### src/rtl/pipeline_trace_buffer_if.sv
// Host drain port of the pipeline trace buffer: FWFT entry stream with valid/ready.
// The trace buffer drives it through the master modport; the host uses the slave modport.
interface pipeline_trace_buffer_if #(
    parameter int ENTRY_W = 39
);
    logic               rd_valid;
    logic               rd_ready;
    logic [ENTRY_W-1:0] rd_data;

    modport master (output rd_valid, output rd_data, input rd_ready);
    modport slave  (input rd_valid, input rd_data, output rd_ready);
endinterface

### src/rtl/pipeline_trace_buffer.sv
// Timestamped pipeline event recorder with wrap, stop-when-full and trigger/post-capture modes.
// Define TRACE_HAZARD_CNT_EN to build the saturating per-hazard counters; otherwise cnt_* read 0.
module pipeline_trace_buffer #(
    parameter int  DEPTH   = 16,
    parameter int  TS_W    = 16,
    parameter int  CNT_W   = 16,
    localparam int AW      = $clog2(DEPTH),
    localparam int ENTRY_W = TS_W + 23
) (
    input  logic                 clk,
    input  logic                 rst,
    input  logic                 cfg_en,
    input  logic [1:0]           cfg_mode,
    input  logic [15:0]          cfg_trig_pc,
    input  logic [AW:0]          cfg_post,
    input  logic                 clear,
    input  logic                 pc_stall,
    input  logic                 if_id_stall,
    input  logic                 if_flush,
    input  logic                 id_ex_flush,
    input  logic                 load_use_hazard,
    input  logic                 br_hazard,
    input  logic                 b_hazard,
    input  logic                 retire_valid,
    input  logic [15:0]          retire_pc,
    input  logic [3:0]           retire_opcode,
    pipeline_trace_buffer_if.master rd,
    output logic [AW:0]          level,
    output logic                 overflow,
    output logic                 triggered,
    output logic [1:0]           state,
    output logic [CNT_W-1:0]     cnt_load_use,
    output logic [CNT_W-1:0]     cnt_br,
    output logic [CNT_W-1:0]     cnt_b,
    output logic [CNT_W-1:0]     cnt_flush
);

    typedef enum logic [1:0] {
        IDLE   = 2'b00,
        RUN    = 2'b01,
        POST   = 2'b10,
        FROZEN = 2'b11
    } state_t;

    localparam logic [AW:0] LVL_FULL = (AW + 1)'(DEPTH);
    localparam logic [AW:0] LVL_ONE  = (AW + 1)'(1);

    state_t              cur_state, nxt_state;
    logic [ENTRY_W-1:0]  mem [DEPTH];
    logic [AW-1:0]       wr_ptr, rd_ptr;
    logic [AW:0]         level_q, level_nxt, post_cnt;
    logic [TS_W-1:0]     ts_q;
    logic                overflow_q, triggered_q;
    logic [2:0]          code;
    logic                has_event;
    logic                mode_stop, mode_trig, capturing, full;
    logic                do_pop, push, overwrite, trig_hit;
    logic [ENTRY_W-1:0]  entry;

    // Event priority: hazards first, then stalls, flushes, plain retire.
    always_comb begin
        code      = 3'd0;
        has_event = 1'b1;
        if (load_use_hazard)                code = 3'd1;
        else if (br_hazard)                 code = 3'd2;
        else if (b_hazard)                  code = 3'd3;
        else if (pc_stall || if_id_stall)   code = 3'd5;
        else if (if_flush || id_ex_flush)   code = 3'd4;
        else if (retire_valid)              code = 3'd0;
        else                                has_event = 1'b0;
    end

    assign entry = {ts_q, code,
                    retire_valid ? retire_pc : 16'h0000,
                    retire_valid ? retire_opcode : 4'h0};

    assign mode_stop = (cfg_mode == 2'b01);
    assign mode_trig = (cfg_mode == 2'b10);
    assign capturing = cfg_en && !clear && (cur_state == RUN || cur_state == POST);
    assign full      = (level_q == LVL_FULL);
    assign do_pop    = rd.rd_valid && rd.rd_ready;
    // A simultaneous pop frees a slot, so a full buffer only discards or overwrites without one.
    assign push      = capturing && has_event && !(mode_stop && full && !do_pop);
    assign overwrite = push && full && !do_pop;
    assign trig_hit  = push && (cur_state == RUN) && mode_trig && retire_valid &&
                       ((retire_pc == cfg_trig_pc) || (retire_opcode == 4'hF));

    always_comb begin
        level_nxt = level_q;
        if (!overwrite) begin
            if (push && !do_pop)      level_nxt = level_q + LVL_ONE;
            else if (!push && do_pop) level_nxt = level_q - LVL_ONE;
        end
    end

    always_ff @(posedge clk or posedge rst) begin
        if (rst) cur_state <= IDLE;
        else     cur_state <= nxt_state;
    end

    always_comb begin
        nxt_state = cur_state;
        if (clear) begin
            nxt_state = cfg_en ? RUN : IDLE;
        end else if (!cfg_en) begin
            nxt_state = IDLE;
        end else begin
            case (cur_state)
                IDLE: nxt_state = RUN;
                RUN: begin
                    if (trig_hit)
                        nxt_state = (cfg_post == '0) ? FROZEN : POST;
                    else if (mode_stop && push && level_nxt == LVL_FULL)
                        nxt_state = FROZEN;
                end
                POST:    if (push && post_cnt == LVL_ONE) nxt_state = FROZEN;
                default: nxt_state = FROZEN;
            endcase
        end
    end

    always_ff @(posedge clk or posedge rst) begin
        if (rst) begin
            wr_ptr      <= '0;
            rd_ptr      <= '0;
            level_q     <= '0;
            post_cnt    <= '0;
            ts_q        <= '0;
            overflow_q  <= 1'b0;
            triggered_q <= 1'b0;
        end else if (clear) begin
            wr_ptr      <= '0;
            rd_ptr      <= '0;
            level_q     <= '0;
            post_cnt    <= '0;
            ts_q        <= '0;
            overflow_q  <= 1'b0;
            triggered_q <= 1'b0;
        end else begin
            ts_q    <= ts_q + TS_W'(1);
            level_q <= level_nxt;
            if (push)
                wr_ptr <= wr_ptr + AW'(1);
            if (do_pop || overwrite)
                rd_ptr <= rd_ptr + AW'(1);
            if (overwrite)
                overflow_q <= 1'b1;
            if (trig_hit) begin
                triggered_q <= 1'b1;
                post_cnt    <= cfg_post;
            end else if (cur_state == POST && push && post_cnt != '0) begin
                post_cnt <= post_cnt - LVL_ONE;
            end
        end
    end

    // Trace memory is deliberately not reset; only pointers define what is valid.
    always_ff @(posedge clk) begin
        if (push)
            mem[wr_ptr] <= entry;
    end

    assign rd.rd_valid = (level_q != '0);
    assign rd.rd_data  = mem[rd_ptr];
    assign level       = level_q;
    assign overflow    = overflow_q;
    assign triggered   = triggered_q;
    assign state       = cur_state;

`ifdef TRACE_HAZARD_CNT_EN
    localparam logic [CNT_W-1:0] CNT_MAX = '1;
    logic [CNT_W-1:0] cnt_lu_q, cnt_br_q, cnt_b_q, cnt_fl_q;

    // Counters see every hazard while enabled, not just the one that won the entry.
    always_ff @(posedge clk or posedge rst) begin
        if (rst) begin
            cnt_lu_q <= '0;
            cnt_br_q <= '0;
            cnt_b_q  <= '0;
            cnt_fl_q <= '0;
        end else if (clear) begin
            cnt_lu_q <= '0;
            cnt_br_q <= '0;
            cnt_b_q  <= '0;
            cnt_fl_q <= '0;
        end else if (cfg_en) begin
            if (load_use_hazard && cnt_lu_q != CNT_MAX) cnt_lu_q <= cnt_lu_q + CNT_W'(1);
            if (br_hazard && cnt_br_q != CNT_MAX)       cnt_br_q <= cnt_br_q + CNT_W'(1);
            if (b_hazard && cnt_b_q != CNT_MAX)         cnt_b_q  <= cnt_b_q + CNT_W'(1);
            if ((if_flush || id_ex_flush) && cnt_fl_q != CNT_MAX)
                cnt_fl_q <= cnt_fl_q + CNT_W'(1);
        end
    end

    assign cnt_load_use = cnt_lu_q;
    assign cnt_br       = cnt_br_q;
    assign cnt_b        = cnt_b_q;
    assign cnt_flush    = cnt_fl_q;
`else
    assign cnt_load_use = '0;
    assign cnt_br       = '0;
    assign cnt_b        = '0;
    assign cnt_flush    = '0;
`endif

endmodule

### src/flat_wrapper.sv
// flat-port wrapper written by rule: the top's interface ports become plain ports
module pipeline_trace_buffer_flat 
#(
    parameter int  DEPTH   = 16,
    parameter int  TS_W    = 16,
    parameter int  CNT_W   = 16,
    localparam int AW      = $clog2(DEPTH),
    localparam int ENTRY_W = TS_W + 23
)
  (clk, rst, cfg_en, cfg_mode, cfg_trig_pc, cfg_post, clear, pc_stall, if_id_stall, if_flush, id_ex_flush, load_use_hazard, br_hazard, b_hazard, retire_valid, retire_pc, retire_opcode, level, overflow, triggered, state, cnt_load_use, cnt_br, cnt_b, cnt_flush, rd_rd_valid, rd_rd_data, rd_rd_ready);
  pipeline_trace_buffer_if #(.ENTRY_W((TS_W + 23))) rd_i ();
  input  logic clk;
  input  logic rst;
  input  logic cfg_en;
  input  logic [1:0] cfg_mode;
  input  logic [15:0] cfg_trig_pc;
  input  logic [AW:0] cfg_post;
  input  logic clear;
  input  logic pc_stall;
  input  logic if_id_stall;
  input  logic if_flush;
  input  logic id_ex_flush;
  input  logic load_use_hazard;
  input  logic br_hazard;
  input  logic b_hazard;
  input  logic retire_valid;
  input  logic [15:0] retire_pc;
  input  logic [3:0] retire_opcode;
  output logic [AW:0] level;
  output logic overflow;
  output logic triggered;
  output logic [1:0] state;
  output logic [CNT_W-1:0] cnt_load_use;
  output logic [CNT_W-1:0] cnt_br;
  output logic [CNT_W-1:0] cnt_b;
  output logic [CNT_W-1:0] cnt_flush;
  output wire logic [$bits(rd_i.rd_valid)-1:0] rd_rd_valid;
  output wire logic [$bits(rd_i.rd_data)-1:0] rd_rd_data;
  input wire logic [$bits(rd_i.rd_ready)-1:0] rd_rd_ready;
  assign rd_rd_valid = rd_i.rd_valid;
  assign rd_rd_data = rd_i.rd_data;
  assign rd_i.rd_ready = rd_rd_ready;
  pipeline_trace_buffer #(.DEPTH(DEPTH), .TS_W(TS_W), .CNT_W(CNT_W)) u_core (.clk(clk), .rst(rst), .cfg_en(cfg_en), .cfg_mode(cfg_mode), .cfg_trig_pc(cfg_trig_pc), .cfg_post(cfg_post), .clear(clear), .pc_stall(pc_stall), .if_id_stall(if_id_stall), .if_flush(if_flush), .id_ex_flush(id_ex_flush), .load_use_hazard(load_use_hazard), .br_hazard(br_hazard), .b_hazard(b_hazard), .retire_valid(retire_valid), .retire_pc(retire_pc), .retire_opcode(retire_opcode), .rd(rd_i), .level(level), .overflow(overflow), .triggered(triggered), .state(state), .cnt_load_use(cnt_load_use), .cnt_br(cnt_br), .cnt_b(cnt_b), .cnt_flush(cnt_flush));
endmodule
### config.mk
export PLATFORM = sky130hd
export DESIGN_NAME = pipeline_trace_buffer_flat
export DESIGN_NICKNAME = d
export VERILOG_FILES = /design/src/rtl/pipeline_trace_buffer_if.sv /design/src/rtl/pipeline_trace_buffer.sv /design/src/flat_wrapper.sv
export SDC_FILE = /design/constraint.sdc
export NUM_CORES = 1
export LEC_CHECK = 0
export BUFFER_PORTS_ARGS = -buffer_cell sky130_fd_sc_hd__buf_2
export CAP_MARGIN = 20
export CORE_MARGIN = 2
export CORE_UTILIZATION = 55
export DETAILED_ROUTE_END_ITERATION = 7
export GPL_TIMING_DRIVEN = 0
export PLACE_DENSITY_LB_ADDON = 0.1
export REMOVE_ABC_BUFFERS = 1
export SKIP_LAST_GASP = 1
export SLEW_MARGIN = 20
export SYNTH_ARGS = -nofsm -noshare
export SYNTH_HDL_FRONTEND = slang
export SYNTH_SLANG_ARGS = --single-unit
### constraint.sdc
create_clock -name clk -period 3.3 [get_ports clk]
set_input_delay 0.33 -clock clk [delete_from_list [all_inputs] [get_ports clk]]
set_output_delay 0.33 -clock clk [all_outputs]
set_load 0.01 [all_outputs]
After elaboration in Yosys (flattened, before gate mapping)
Memory sizes are Yosys's and may differ from the RTL's. Index checks and enable logic that the tools add are counted.

Reductions and logical operators: 39. Multiplexer cells: 39. Equal/unequal tests: 11. $add $sub $neg: 6.

Operator list (number): 2-to-1 mux 5 bit (7); 2-to-1 mux 16 bit (2); logical AND 1 bit (20); 2-to-1 mux 4 bit (5); adder 16 x 1 -> 16 bit (second input constant) (1); equality test 16 bit (1); 2-to-1 mux 3 bit (5); 2-to-1 mux 1 bit (14); equality test 5 bit (second input constant) (2); 2-to-1 mux 2 bit (5); nonzero test 5 bit (2); subtractor 5 x 1 -> 5 bit (second input constant) (2); adder 4 x 1 -> 4 bit (second input constant) (2); nonzero test 2 bit (4); one-hot mux 2 bit (3 select lines) (1); adder 5 x 1 -> 5 bit (second input constant) (1); equality test 5 x 1 -> 1 bit (second input constant) (1); logical NOT 5 bit (1); logical OR 1 bit (5); inequality test 5 x 4 -> 1 bit (second input constant) (1); equality test 2 x 1 -> 1 bit (second input constant) (2); equality test 2 bit (second input constant) (2); equality test 4 bit (second input constant) (1); logical NOT 1 bit (4); other kinds (4) (4).

Bits of input ports: 56. Word-level logic and storage cells: 104. Register bits: 38. Bits in writable memories: 624. Memories kept: 1.

Memories: u_core.mem (depth 16, width 39, read ports 1, clocked after Yosys merged registers in 0, wr ports 1, RTL line pipeline_trace_buffer.sv:49) `logic [ENTRY_W-1:0] mem [DEPTH];`.

Depth between registers and ports, before layout
Word-level depth: 20. Gate-level depth with buffers: 9. Mapped depth without buffers: 8.

Least setup slack after synthesis
No wires, ideal clock.

Path type: register to register. From: register u_core.cur_state[0], in the netlist u_core.state[0]. To: memory u_core.mem[4][0], enable pin. Slack: 0.080 ns. Required time: 2.900 ns. Stages on the path, launching flop included: 10. Path buffers: 1. Arrival time: 2.820 ns. Clock period less this slack: 3.220 ns. Library setup time: 0.400 ns. Cell sequence: dfrtp_1 inv_1 ha_1 and3b_2 o21ai_0 clkbuf_8 nor2_1 nand2_1 nor2_1 and2_1.

Word-level cells in the longest chain between the ends: 7. Elaborated cells on any way between the ends: 8. Classes of those cells: 2 x eq/ne; 2 x mux; 4 x reduce/logical.

Ends and longest elaborated chain: start: declaration (RTL line pipeline_trace_buffer.sv:48) `state_t cur_state, nxt_state;`; start signal: assignment (RTL line pipeline_trace_buffer.sv:98) `else cur_state <= nxt_state;`; equality test 2 x 1 -> 1 bit or equality test 2 bit (tied branches) (RTL line pipeline_trace_buffer.sv:79) `assign capturing = cfg_en && !clear && (cur_state == RUN || cur_state == POST);`; logical OR 1 bit (*) (RTL line pipeline_trace_buffer.sv:79); logical AND 1 bit (*) (RTL line pipeline_trace_buffer.sv:79); logical AND 1 bit (*) (2 in a row) (RTL line pipeline_trace_buffer.sv:83) `assign push = capturing && has_event && !(mode_stop && full && !do_pop);`; 2-to-1 mux 1 bit (*) (RTL line pipeline_trace_buffer.sv:159) `if (push)`; 2-to-1 mux 1 bit (implied by the code) (*) (RTL line pipeline_trace_buffer.sv:160) `mem[wr_ptr] <= entry;`; end: declaration (RTL line pipeline_trace_buffer.sv:49).

Every way passes the cells marked *; elsewhere a longest branch is shown, timed or not.

Worst setup path after layout
From: register u_core.rd_ptr[0]. To: output rd_rd_data[26].

Word-level cells in the longest chain between the ends: 1.

Ends and longest elaborated chain: start: declaration (RTL line pipeline_trace_buffer.sv:50) `logic [AW-1:0] wr_ptr, rd_ptr;`; start signal: assignment (RTL line pipeline_trace_buffer.sv:145) `rd_ptr <= rd_ptr + AW'(1);`; memory read (16 x 39 bit); end: declaration (RTL line flat_wrapper.sv:38) `output wire logic [$bits(rd_i.rd_data)-1:0] rd_rd_data;`.

Every way passes these cells.

==> results.yml <==
detailed_routing:
  drt-initial-drc-count: 1210
  ant_nets: 0
  drt-pass1-iter-count: 5
  vias: 12600
  wirelength_um: 58000
  wire_per_inst_um: 28.1
  drc: 0
  viasPerCell: 6.12
layout:
  antennaDiodeCount: 0
  final_util: 0.638
  instances_no_fill: 2068
  area_delta_synth_final_pct: 14.3
  nets: 1475
  drive_above_1_share: 0.319
  final_cell_area_um2: 30500
clock_network:
  insertion_delay_ns: 0.59
  clk_path_buf_depth: 3
  cts_sinks: 662
  cts_tree: "done"
  cts_made_buffers: 68
  clock_tree.htree_level_count: 3
  path_clk_slew_ns: 0.06
  cts-root-buf: "clkbuf_16"
die:
  die_h_um: 224
  die_x_um: 224
  pin_count: 169
  core_area_um2: 47800
  die_area_um2: 50300
  start_util: 0.558
  fp-row-count: 80
worst_setup_path:
  critPathKind: "reg -> out"
  crit_top_cell: "mux4_2"
  slowest_delay_ns: 0.56
  cp_max_fo: 26
  path_buf_inv: 3
  worstPathArrival_ns: 2.88
  critPathTopFamily: "multiplexers"
  crit_chain: "buf_8 > buf_16 > mux4_2 > mux4_2 > buf_2"
  cp.depth: 5
  cp-start-kind: "register"
  r2r_cells: 7
  endpoint_kind: "primary output"
  critPathSlowestCell: "mux4_2"
  crit_required_ns: 2.97
sta:
  period_share: 0.972
  skew_ns: 0.0229
  whs_ns: 0.0399
  relSlewSlack: 0.360
  fmaxAchievable_mhz: 312
  max_slew.worst_pin.slew_ns: 0.958
  rsz0062_at_grt: "yes"
  setup_slack_ns: 0.0924
  hold_viol: 0
  setup_tns_ns: 0
  setup_viol: 0
  layout_min_cycle_time_ns: 3.21
  maxSlewViolCount: 0
min_path:
  hp-class: "in -> reg"
  hold_depth: 3
grt:
  overflow: 0
  grt_pass1_wl_um: 83400
  grtUsageTotal: 0.234
  grt_pass1_vias: 12900
  grt_start_max_net_pins: 46
  antenna_found_initial: 0
pwr:
  p_switching_mw: 4.58
  clkPwrFrac: 0.368
  p_leak_nw: 10.0
  power.density_nw_per_um2: 643
  pwr-share-seq: 0.475
  peakVddDrop_v: 0.000361
  power_mw: 19.6
  p_int_mw: 15.0
  swShare: 0.233
  combPwrFrac: 0.157
placement:
  pre_cts_slack_ns: -0.291
  numPortBuffers: 104
  placed_cells: 1934
  post-dp-hpwl_um: 30500
  place.gp.congestion: 0.774
  place_area_um2: 28200
yosys:
  synthArstFlopShare: 0.0574
  yosysUniqueCellTypes: 62
  ys_ff_latch: 662
  synth.avg_cell_area_um2: 21.4
  yosysWarnings: 0
  ys_seq_area_frac: 0.738
  syn-cell-area_um2: 26700
  synth_edf_count: 624
  syn_inst: 1248
  ys.flop_type: "edfxtp_1"
status:
  status: "completed"
job:
  max-cap-violations: 0
## layout by cell type (no fill, tap or decap), drive strengths merged, types with 16 or more instances in the layout
master and n:
dfrtp 38, nor2 44, edfxtp 624, and2 34, mux4 195, ha 16, conb 64, buf 139
clkbuf 95, xor2 31, clkinv 21
## worst register-to-register path, delay by kind of cell (launching register included)
kind / cells / cell delay (ns)
and+or+nand+nor: 4 / 1.62
DFF: 1 / 0.41
buffers and inverters: 2 / 0.41
adders and majority gates: 1 / 0.26
## power groups by stage
stage               sequential [mW]  combinational, mW  clock, mW
global route                   9.32               3.31       7.64
detailed placement             9.56               2.86          0
floorplan                      9.81               2.07          0
global placement               9.88               2.32          0
CTS                            9.31               3.10       7.34
finish                         9.31               3.07       7.22
## cells in the mapped netlist (all sizes together) (2+ instances only)
master  number  area (um^2)
clkbuf      35          161
a211oi       4         30.0
xnor2       11         96.3
or4b         3         30.0
nand4        6         37.5
ha          16          200
or4          3         30.0
and4         5         43.8
inv         13         48.8
nor3         6         30.0
edfxtp     624        18700
nand3        9         45.0
nor2b        3         18.8
nor3b        2         15.0
mux2i        6         60.1
and2        34          213
mux4       195         4390
dfrtp       38          951
nor2        44          168
a21oi       10         50.1
nand2       12         47.6
or3          5         31.3
o211ai       2         15.0
and3         3         20.0
xor2        31          272
o21ai        5         28.8
nor4         7         43.8
nor4b        3         26.3
buf         89          601
o31ai        2         20.0
## logic make-up after synthesis
group	after synthesis	synth area share
compound gates	36	0.0106
mux	201	0.167
buf+inv	137	0.0304
xor+xnor	42	0.0138
fa+ha+maj	16	0.00750
other cells	1	0.000141
flops	662	0.738
simple gates	153	0.0327
## metal layers
layer	global-route usage	vias to the layer above	share of wire
met4	0.0728	0	0.022
met3	0.0455	86	0.068
met2	0.384	507	0.50
li1	-	5314	-
met5	0	-	0
met1	0.322	6739	0.41
## final timing paths
| check | from | endpoint | slack [ns] |
|---|---|---|---|
| max in group asynchronous | rst | u_core.rd_ptr[2] | 2.54 |
| worst min-delay path | cfg_post[0] | u_core.post_cnt[0] | 0.04 |
| min in group asynchronous | rst | u_core.post_cnt[4] | 0.27 |
| worst max-delay path | u_core.rd_ptr[0] | rd_rd_data[26] | 0.09 |
| worst max register to register | u_core.level[0] | u_core.mem[8][6] | 0.25 |
| worst min register to register | u_core.overflow | u_core.overflow | 0.50 |
## final cells by class
type	instances	area [um^2]
flip-flops and latches	662	19700
well taps	615	769
fillers	3239	17300
clock inverters	26	174
repair buffers	146	1430
clock buffers	94	1890
multi-input cells	512	6480
inverters	13	48.8
## state kept, by name, summed over array words and instances, names as in the netlist
signal and count:
u_core.mem 624, u_core.post_cnt 5, u_core.level 5, u_core.overflow 1
u_core.ts_q 16, u_core.state 2, u_core.wr_ptr 4, u_core.rd_ptr 4
u_core.triggered 1
## timing repair
| action | in CTS | in global routing |
|---|---|---|
| hold buffers | 4 | 0 |
| resized for setup | 2 | 6 |
| setup endpoints to repair | 119 | 327 |
| endpoints found under the hold margin | 18 | 0 |
| cloned | 3 | 1 |
| pin swaps | 0 | 0 |
| buffers inserted | 6 | 0 |
No activity file was read; power rests on OpenSTA's default activity.
